$ cat src/rtl/mult_div_unit.sv
// Iterative 32-bit multiply/divide unit with HI/LO registers.
// One radix-2 step per cycle over 32 cycles: shift-add for multiply and
// restoring shift-subtract for divide. Signed operations run on operand
// magnitudes, and the result signs are fixed on the final step.
module mult_div_unit (
   input  logic        clk_i,
   input  logic        rst_ni,
   input  logic [31:0] a_i,
   input  logic [31:0] b_i,
   input  logic [2:0]  op_i,
   input  logic        start_i,
   output logic        busy_o,
   output logic        done_o,
   output logic [31:0] hi_o,
   output logic [31:0] lo_o
);

   typedef enum logic {IDLE, BUSY} state_e;

   localparam logic [2:0] OP_MULT  = 3'd1;
   localparam logic [2:0] OP_MULTU = 3'd2;
   localparam logic [2:0] OP_DIV   = 3'd3;
   localparam logic [2:0] OP_DIVU  = 3'd4;
   localparam logic [2:0] OP_MTHI  = 3'd5;
   localparam logic [2:0] OP_MTLO  = 3'd6;

   state_e      state_q, state_d;
   logic [4:0]  cnt_q, cnt_d;
   logic        is_div_q, is_div_d;
   logic        res_neg_q, res_neg_d;   // negate product / quotient
   logic        rem_neg_q, rem_neg_d;   // negate remainder
   logic [63:0] p_q, p_d;               // mul: {acc, multiplier}; div: {rem, dividend/quotient}
   logic [31:0] m_q, m_d;               // multiplicand or divisor magnitude
   logic [31:0] hi_q, hi_d;
   logic [31:0] lo_q, lo_d;
   logic        done_q, done_d;

   logic        signed_op, op_div, a_neg, b_neg;
   logic [31:0] a_mag, b_mag;
   logic [32:0] add_sum;
   logic [32:0] rem_sh;
   logic [33:0] sub_diff;
   logic [63:0] step;
   logic [63:0] prod_fix;

   // Operand magnitudes and signs at the accept edge
   always_comb begin
      signed_op = (op_i == OP_MULT) || (op_i == OP_DIV);
      op_div    = (op_i == OP_DIV) || (op_i == OP_DIVU);
      a_neg     = signed_op & a_i[31];
      b_neg     = signed_op & b_i[31];
      a_mag     = a_neg ? (~a_i + 32'd1) : a_i;
      b_mag     = b_neg ? (~b_i + 32'd1) : b_i;
   end

   // One radix-2 iteration of the active operation
   always_comb begin
      add_sum  = {1'b0, p_q[63:32]} + (p_q[0] ? {1'b0, m_q} : 33'd0);
      rem_sh   = {p_q[63:32], p_q[31]};
      sub_diff = {1'b0, rem_sh} - {2'b00, m_q};
      if (is_div_q) begin
         // Restoring divide: keep the shifted remainder when the subtract goes negative
         step = sub_diff[33] ? {rem_sh[31:0], p_q[30:0], 1'b0}
                             : {sub_diff[31:0], p_q[30:0], 1'b1};
      end else begin
         step = {add_sum, p_q[31:1]};
      end
      prod_fix = res_neg_q ? (~step + 64'd1) : step;
   end

   // Next-state, datapath and output control
   always_comb begin
      state_d   = state_q;
      cnt_d     = cnt_q;
      is_div_d  = is_div_q;
      res_neg_d = res_neg_q;
      rem_neg_d = rem_neg_q;
      p_d       = p_q;
      m_d       = m_q;
      hi_d      = hi_q;
      lo_d      = lo_q;
      done_d    = 1'b0;
      case (state_q)
         IDLE: begin
            if (start_i) begin
               case (op_i)
                  OP_MULT, OP_MULTU, OP_DIV, OP_DIVU: begin
                     state_d   = BUSY;
                     cnt_d     = 5'd31;
                     is_div_d  = op_div;
                     m_d       = op_div ? b_mag : a_mag;
                     p_d       = {32'd0, op_div ? a_mag : b_mag};
                     // Divide by zero keeps the all-ones quotient unsigned
                     res_neg_d = (a_neg ^ b_neg) && !(op_div && (b_i == 32'd0));
                     rem_neg_d = a_neg;
                  end
                  OP_MTHI: hi_d = a_i;
                  OP_MTLO: lo_d = a_i;
                  default: ;
               endcase
            end
         end
         BUSY: begin
            p_d   = step;
            cnt_d = cnt_q - 5'd1;
            if (cnt_q == 5'd0) begin
               state_d = IDLE;
               cnt_d   = 5'd0;
               done_d  = 1'b1;
               if (is_div_q) begin
                  lo_d = res_neg_q ? (~step[31:0] + 32'd1) : step[31:0];
                  hi_d = rem_neg_q ? (~step[63:32] + 32'd1) : step[63:32];
               end else begin
                  hi_d = prod_fix[63:32];
                  lo_d = prod_fix[31:0];
               end
            end
         end
         default: state_d = IDLE;
      endcase
   end

   // State register
   always_ff @(posedge clk_i or negedge rst_ni) begin
      if (!rst_ni) state_q <= IDLE;
      else         state_q <= state_d;
   end

   // Datapath and result registers
   always_ff @(posedge clk_i or negedge rst_ni) begin
      if (!rst_ni) begin
         cnt_q     <= 5'd0;
         is_div_q  <= 1'b0;
         res_neg_q <= 1'b0;
         rem_neg_q <= 1'b0;
         p_q       <= 64'd0;
         m_q       <= 32'd0;
         hi_q      <= 32'd0;
         lo_q      <= 32'd0;
         done_q    <= 1'b0;
      end else begin
         cnt_q     <= cnt_d;
         is_div_q  <= is_div_d;
         res_neg_q <= res_neg_d;
         rem_neg_q <= rem_neg_d;
         p_q       <= p_d;
         m_q       <= m_d;
         hi_q      <= hi_d;
         lo_q      <= lo_d;
         done_q    <= done_d;
      end
   end

   assign busy_o = (state_q == BUSY);
   assign done_o = done_q;
   assign hi_o   = hi_q;
   assign lo_o   = lo_q;

endmodule
$ cat config.mk
export PLATFORM = sky130hd
export DESIGN_NAME = mult_div_unit
export DESIGN_NICKNAME = d
export VERILOG_FILES = /design/src/rtl/mult_div_unit.sv
export SDC_FILE = /design/constraint.sdc
export NUM_CORES = 1
export LEC_CHECK = 0
export ABC_AREA = 1
export BUFFER_PORTS_ARGS = -buffer_cell sky130_fd_sc_hd__buf_2
export CORE_AREA = 2 2 201 203
export DETAILED_ROUTE_END_ITERATION = 7
export DIE_AREA = 0 0 203 205
export SLEW_MARGIN = 10
export SYNTH_ARGS = -nofsm -noshare
export SYNTH_HDL_FRONTEND = slang
export SYNTH_SLANG_ARGS = --single-unit
$ cat constraint.sdc
create_clock -name clk_i -period 4.9 [get_ports clk_i]
set_input_delay 0.98 -clock clk_i [delete_from_list [all_inputs] [get_ports clk_i]]
set_output_delay 0.98 -clock clk_i [all_outputs]
set_load 0.01 [all_outputs]
# Word level (Yosys, flattened, before mapping)
# Index checks and enable logic that the tools add are counted.
[word_totals]
ff_bits = 170
output_inout_bits = 66
elab_cells = 83
[op_classes]
n_eq_ne = 11
mux = 33
bitwise_logic = 9
add_sub_neg = 8
n_reduce_logical = 12
[ops]
columns = ["op", "n"]
rows = [
  ["$mux 32", 15],
  ["$mux 64", 5],
  ["$add 32x1->32 const B", 4],
  ["$not 32->32", 4],
  ["$pmux 32 s2", 2],
  ["$pmux 64 s2", 1],
  ["$add 64x1->64 const B", 1],
  ["$not 64->64", 1],
  ["$sub 33x32->34", 1],
  ["$add 32x32->33", 1],
  ["$logic_not 32->1", 1],
  ["$mux 5", 3],
  ["$pmux 5 s2", 1],
  ["$eq 3x3->1 const B", 3],
  ["$reduce_and 3->1", 3],
  ["$ne 2x1->1 const B", 4],
  ["$eq 3x2->1 const B", 2],
  ["$logic_not 5->1", 1],
  ["$mux 1", 5],
  ["$sub 5x1->5 const B", 1],
  ["$reduce_or 4->1", 1],
  ["$eq 3x1->1 const B", 1],
  ["$and 1x1->1", 2],
  ["$logic_and 1x1->1", 2],
  ["other kinds (7)", 8],
]

# Logic depth before layout (Yosys ltp)
[depth]
word_depth = 9
ltp_mapped = 30

# Least setup slack after synthesis
# OpenSTA, ideal clock, no wires.
[synth_timing]
path_type = "reg2reg"
from = "register p_q[34]"
to = "register hi_q[12], in the netlist hi_o[12]"
t_arrival_ns = 3.428
slack_ns = 1.348
stages_incl_launch_ff = 29
setup_ns = 0.124
path_buffers = 0
path_cell_list = "dfrtp_1 ha_1 nand2_1 inv_1 nand2_1 nand2_1 nand2_1 nand3_2 nand2_1 nand2_4 nand2_8 nand3_4 o21ai_2 ha_1 nand3_2 nor2_4 nand3_2 nor2_2 nand4_2 nor2_4 nand3_2 nor2_2 nand3_1 a21oi_2 nor2_1 nand2_1 nand3_1 o211ai_1 nand2_1"
[synth_between]
elab_chain_len = 9
[synth_rtl]
columns = ["element", "line", "rtl"]
rows = [
  ["start: declaration", "32", "logic [63:0] p_q, p_d;"],
  ["start signal: assignment", "146", "p_q <= p_d;"],
  ["$sub 33x32->34", "60", "sub_diff = {1'b0, rem_sh} - {2'b00, m_q};"],
  ["$mux 64", "63", "step = sub_diff[33] ? {rem_sh[31:0], p_q[30:0], 1'b0}"],
  ["$mux 64 (*)", "61", "if (is_div_q) begin"],
  ["$not 64->64 / $not 32->32 (equally long branches)", "68, 112", ""],
  ["$add 64x1->64 / $add 32x1->32 (equally long branches)", "68, 112", ""],
  ["$mux 64 / $mux 32 (equally long branches)", "68, 112", ""],
  ["$mux 32 (*)", "110", "if (is_div_q) begin"],
  ["$mux 32 (*)", "106", "if (cnt_q == 5'd0) begin"],
  ["$pmux 32 s2 (*)", "83", "case (state_q)"],
  ["end signal: assignment", "148", "hi_q <= hi_d;"],
  ["end: declaration", "34", "logic [31:0] hi_q, hi_d;"],
]
# Every way passes the cells marked *; elsewhere a longest branch is shown, timed or not. The select of a mux whose other input is x is not followed.
# A chain may end at the register's enable or synchronous reset.

# Final worst setup path
[layout_timing]
from = "register m_q[29]"
to = "register hi_q[12], in the netlist hi_o[12]"
[layout_between]
elab_chain_len = 9
[layout_rtl]
columns = ["element", "line", "rtl"]
rows = [
  ["start: declaration", "33", "logic [31:0] m_q, m_d;"],
  ["start signal: assignment", "147", "m_q <= m_d;"],
  ["$sub 33x32->34 (*)", "60", ""],
  ["$mux 64 (*)", "63", ""],
  ["$mux 64 (*)", "61", ""],
  ["$not 64->64 / $not 32->32 (equally long branches)", "68, 112", ""],
  ["$add 64x1->64 / $add 32x1->32 (equally long branches)", "68, 112", ""],
  ["$mux 64 / $mux 32 (equally long branches)", "68, 112", ""],
  ["$mux 32 (*)", "110", ""],
  ["$mux 32 (*)", "106", ""],
  ["$pmux 32 s2 (*)", "83", ""],
]
# Marked as above.

==> impl_metrics.csv <==
group,metric,value,unit
status,status,"completed",
timing,slew_headroom,32.2,%
synth,yosysWarnings,0,
floorplan,die_w,203,µm
timing,setup_viol,0,
final_layout,seq_area,4260,µm²
synth,syn_avg_cell_area,6.02,µm²
floorplan,rows,73,
timing,clock_skew,12.0,ps
clock_network,root_buffer,"clkbuf_16",
worst_setup_path,critPathCaptureType,"flop",
worst_setup_path,rrSetupSlack,330,ps
timing,fmax,0.219,GHz
floorplan,initial_core_util,44.5,%
timing,report.final.slew_viol_count,0,
worst_setup_path,path_class,"reg2reg",
clock_network,clkLatencyLatePin,510,ps
global_routing,first_global_vias,20000,
synth,synth_xor_area_share,3.60,%
timing,rsz0062_at_grt,"no",
worst_hold_path,hold_depth,2,
synth,ys_ff_latch,170,
drt,postRouteAntennaNets,0,
synth,syn_area,17500,µm²
placed_design,hpwl,67200,µm
timing,tightest_slew,1020,ps
worst_setup_path,reg2reg_from,"m_q[29]",
global_routing,grt_use_total,40.4,%
worst_hold_path,hold_path.class,"reg2reg",
final_layout,drive_gt1_share,10.7,%
floorplan,ios,136,
clock_network,cts.reportedPaths.clkPinSlew,70,ps
synth,ys_types,62,
global_routing,grt_pass1_wl,123000,µm
timing,whs,477,ps
global_routing,grt_overflow,0,
timing,hold_violations,0,
clock_network,cts.htree.levels,4,
worst_hold_path,hp-start,"lo_o[8]",
worst_setup_path,cp_max_fo,12,
timing,fin_crit_sh,93.2,%
synth,synthAdderAreaFrac,5.16,%
final_layout,fin_area,19300,µm²
flow_run,maxCapViolCount,0,
global_routing,grt_max_degree,95,
clock_network,clockBufferDepth,2,
drt,drc,0,
worst_setup_path,cp_slowest_cell,"dfrtp_1",
placed_design,dp_cells,3510,
synth,synth-simple-area-share,39.9,%
worst_setup_path,cp.required,5290,ps
clock_network,tritoncts,"yes",
synth,synth_top_area_share,24.3,%
timing,tns,0,ps
floorplan,dieArea,41600,µm²
synth,synthMuxAreaShare,0,%
worst_setup_path,critPathMaxStageDelay,390,ps
drt,vias_per_cell,5.84,
synth,synthTopCellsByArea,"dfrtp_1, nand2_1, inv_1",
placed_design,port_buffers,135,
clock_network,cts-buffers-inserted,17,
drt,firstDrtPassIters,8,
drt,dr.first_iter.drc_count,2248,
synth,synth_nets,3051,
global_routing,antenna_found_initial,6,
clock_network,numClockSinks,170,
drt,vias,20700,
placed_design,place_congestion,1.11,
worst_setup_path,crit_path_frequent_cell,"nand3_2",
placed_design,placed_area,18700,µm²
synth,async_reset_ff_share,100,%
synth,synth_compound_area_share,15.2,%
floorplan,coreArea,39400,µm²
final_layout,n_fill_cell,4284,
worst_hold_path,hold_end,"lo_o[8]",
drt,wl_per_cell,23.6,µm
final_layout,multiInputGateArea,11200,µm²
final_layout,layout.cells.non_filler,3543,
synth,synth_top_family_by_area,"simple AND/OR/NAND/NOR gates",
floorplan,die_y,205,µm
synth,yosysTopAreaCell,"dfrtp_1",
synth,synth_ff_type,"dfrtp_1",
worst_setup_path,cp-start-kind,"flop",
timing,fin_crit,4570,ps
worst_setup_path,rr_endpoint,"hi_o[12]",
final_layout,area_delta_synth_final,10.4,%
drt,drt-total-wl,83700,µm
final_layout,nets,3145,
worst_setup_path,rr_worst_depth,25,
synth,syn_inst,2910,
clock_network,cts_setup_buffers,0,
synth,synth_edf_count,0,
worst_setup_path,worst_ep_arrival_time,4960,ps
synth,yosysSeqAreaShare,24.3,%
flip-flops by register name (all words and copies together), names as in the netlist:
signal and cells:
hi_o 32, p_q 64, busy_o 1, rem_neg_q 1
done_o 1, m_q 32, is_div_q 1, res_neg_q 1
lo_o 32, cnt_q 5
metrics by stage:
stage | utilization [%] | worst slack (ps)
2_1_floorplan | - | 1350
3_3_place_gp | 47.5 | 548
3_5_place_dp | 47.5 | 441
4_1_cts | 49.1 | 426
5_1_grt | 49.1 | 1.82
6_report | 49.1 | 333
cell families (layout without fill, tap and decap cells):
group	count (synthesis)	in the layout
other	0	1
adder cells (fa/ha/maj)	71	71
flip-flops	170	170
AO/OA/AOI/OAI	444	444
XOR/XNOR	72	72
AND/OR/NAND/NOR	1621	1621
buffers and inverters	532	639
worst max-delay path: cells and delay by family (launching register included):
family,cells,cell delay [ps]
AND/OR/NAND/NOR,17,2510
adder cells (fa/ha/maj),2,610
AO/OA/AOI/OAI,4,590
flip-flops,1,390
buffers and inverters,2,320
how the worst max path moves through the flow:
stage	startpoint	to	slack (ps)	cells past startpoint
after global placement	p_q[33]	hi_o[20]	550	28
after detailed placement	p_q[33]	hi_o[20]	440	28
after global routing	m_q[27]	hi_o[20]	2	25
final	m_q[29]	hi_o[12]	330	25
after CTS	p_q[33]	hi_o[20]	430	28
after floorplan	p_q[34]	hi_o[12]	1350	28
routing by layer:
layer | track usage, % | up-vias | part of all wire (%) | wire (µm)
li1 | - | 9574 | - | -
met1 | 49.7 | 9637 | 39 | 33000
met2 | 64.5 | 1166 | 44 | 37200
met3 | 9.55 | 299 | 9.6 | 8010
met4 | 23.9 | 4 | 6.5 | 5470
met5 | 0 | - | 0.027 | 23
layout by cell type (no fill, tap or decap), types with 24 or more instances in the layout:
cell type,instances
buf_4,32
nor3_1,42
a31oi_1,24
nand2_1,818
inv_1,426
o22ai_1,26
o211ai_1,29
dfrtp_1,167
o221ai_1,36
nor2_2,29
buf_2,134
nand3_1,226
nor2_1,382
a21oi_1,127
nand4_1,30
o21ai_0,136
xor2_1,54
ha_1,68
what timing repair did:
action / 4_1_cts / 5_1_grt
resized for setup: 0 / 2
endpoints found under the setup margin: 0 / 3
hold buffers: 0 / 0
synth_stat cells, types with 4 or more instances:
library cell	count
nor3_1	42
buf_1	4
nor2_2	28
nor2_1	383
nor2_4	7
nand2_2	17
a22oi_1	5
nand3b_1	12
or2_2	20
o221ai_1	36
a21oi_2	4
a31oi_1	24
o211ai_1	29
nand4_1	30
o311ai_0	5
buf_6	4
buf_2	15
inv_1	426
xnor2_1	18
o31ai_1	5
nand2_1	818
a21oi_1	127
clkbuf_1	66
xor2_1	54
nor4_1	7
ha_1	69
o21ai_0	136
o21ai_1	15
inv_2	10
a21o_1	6
nand3_1	226
and2_1	4
dfrtp_1	170
nand3_2	11
o22ai_1	26
o2111ai_1	4
final cells by class:
class	instances	share of cell area, %
Inverter	439	8.53
Clock buffer	20	2.41
Multi-Input combinational cell	2208	57.9
Clock inverter	12	0.783
Antenna cell	1	0.0129
Sequential cell	170	22.0
Tap cell	525	3.40
Timing Repair Buffer	168	4.87
Power is not shown: default switching activity piles up to over one toggle a cycle in this logic, so the estimate is an artifact.
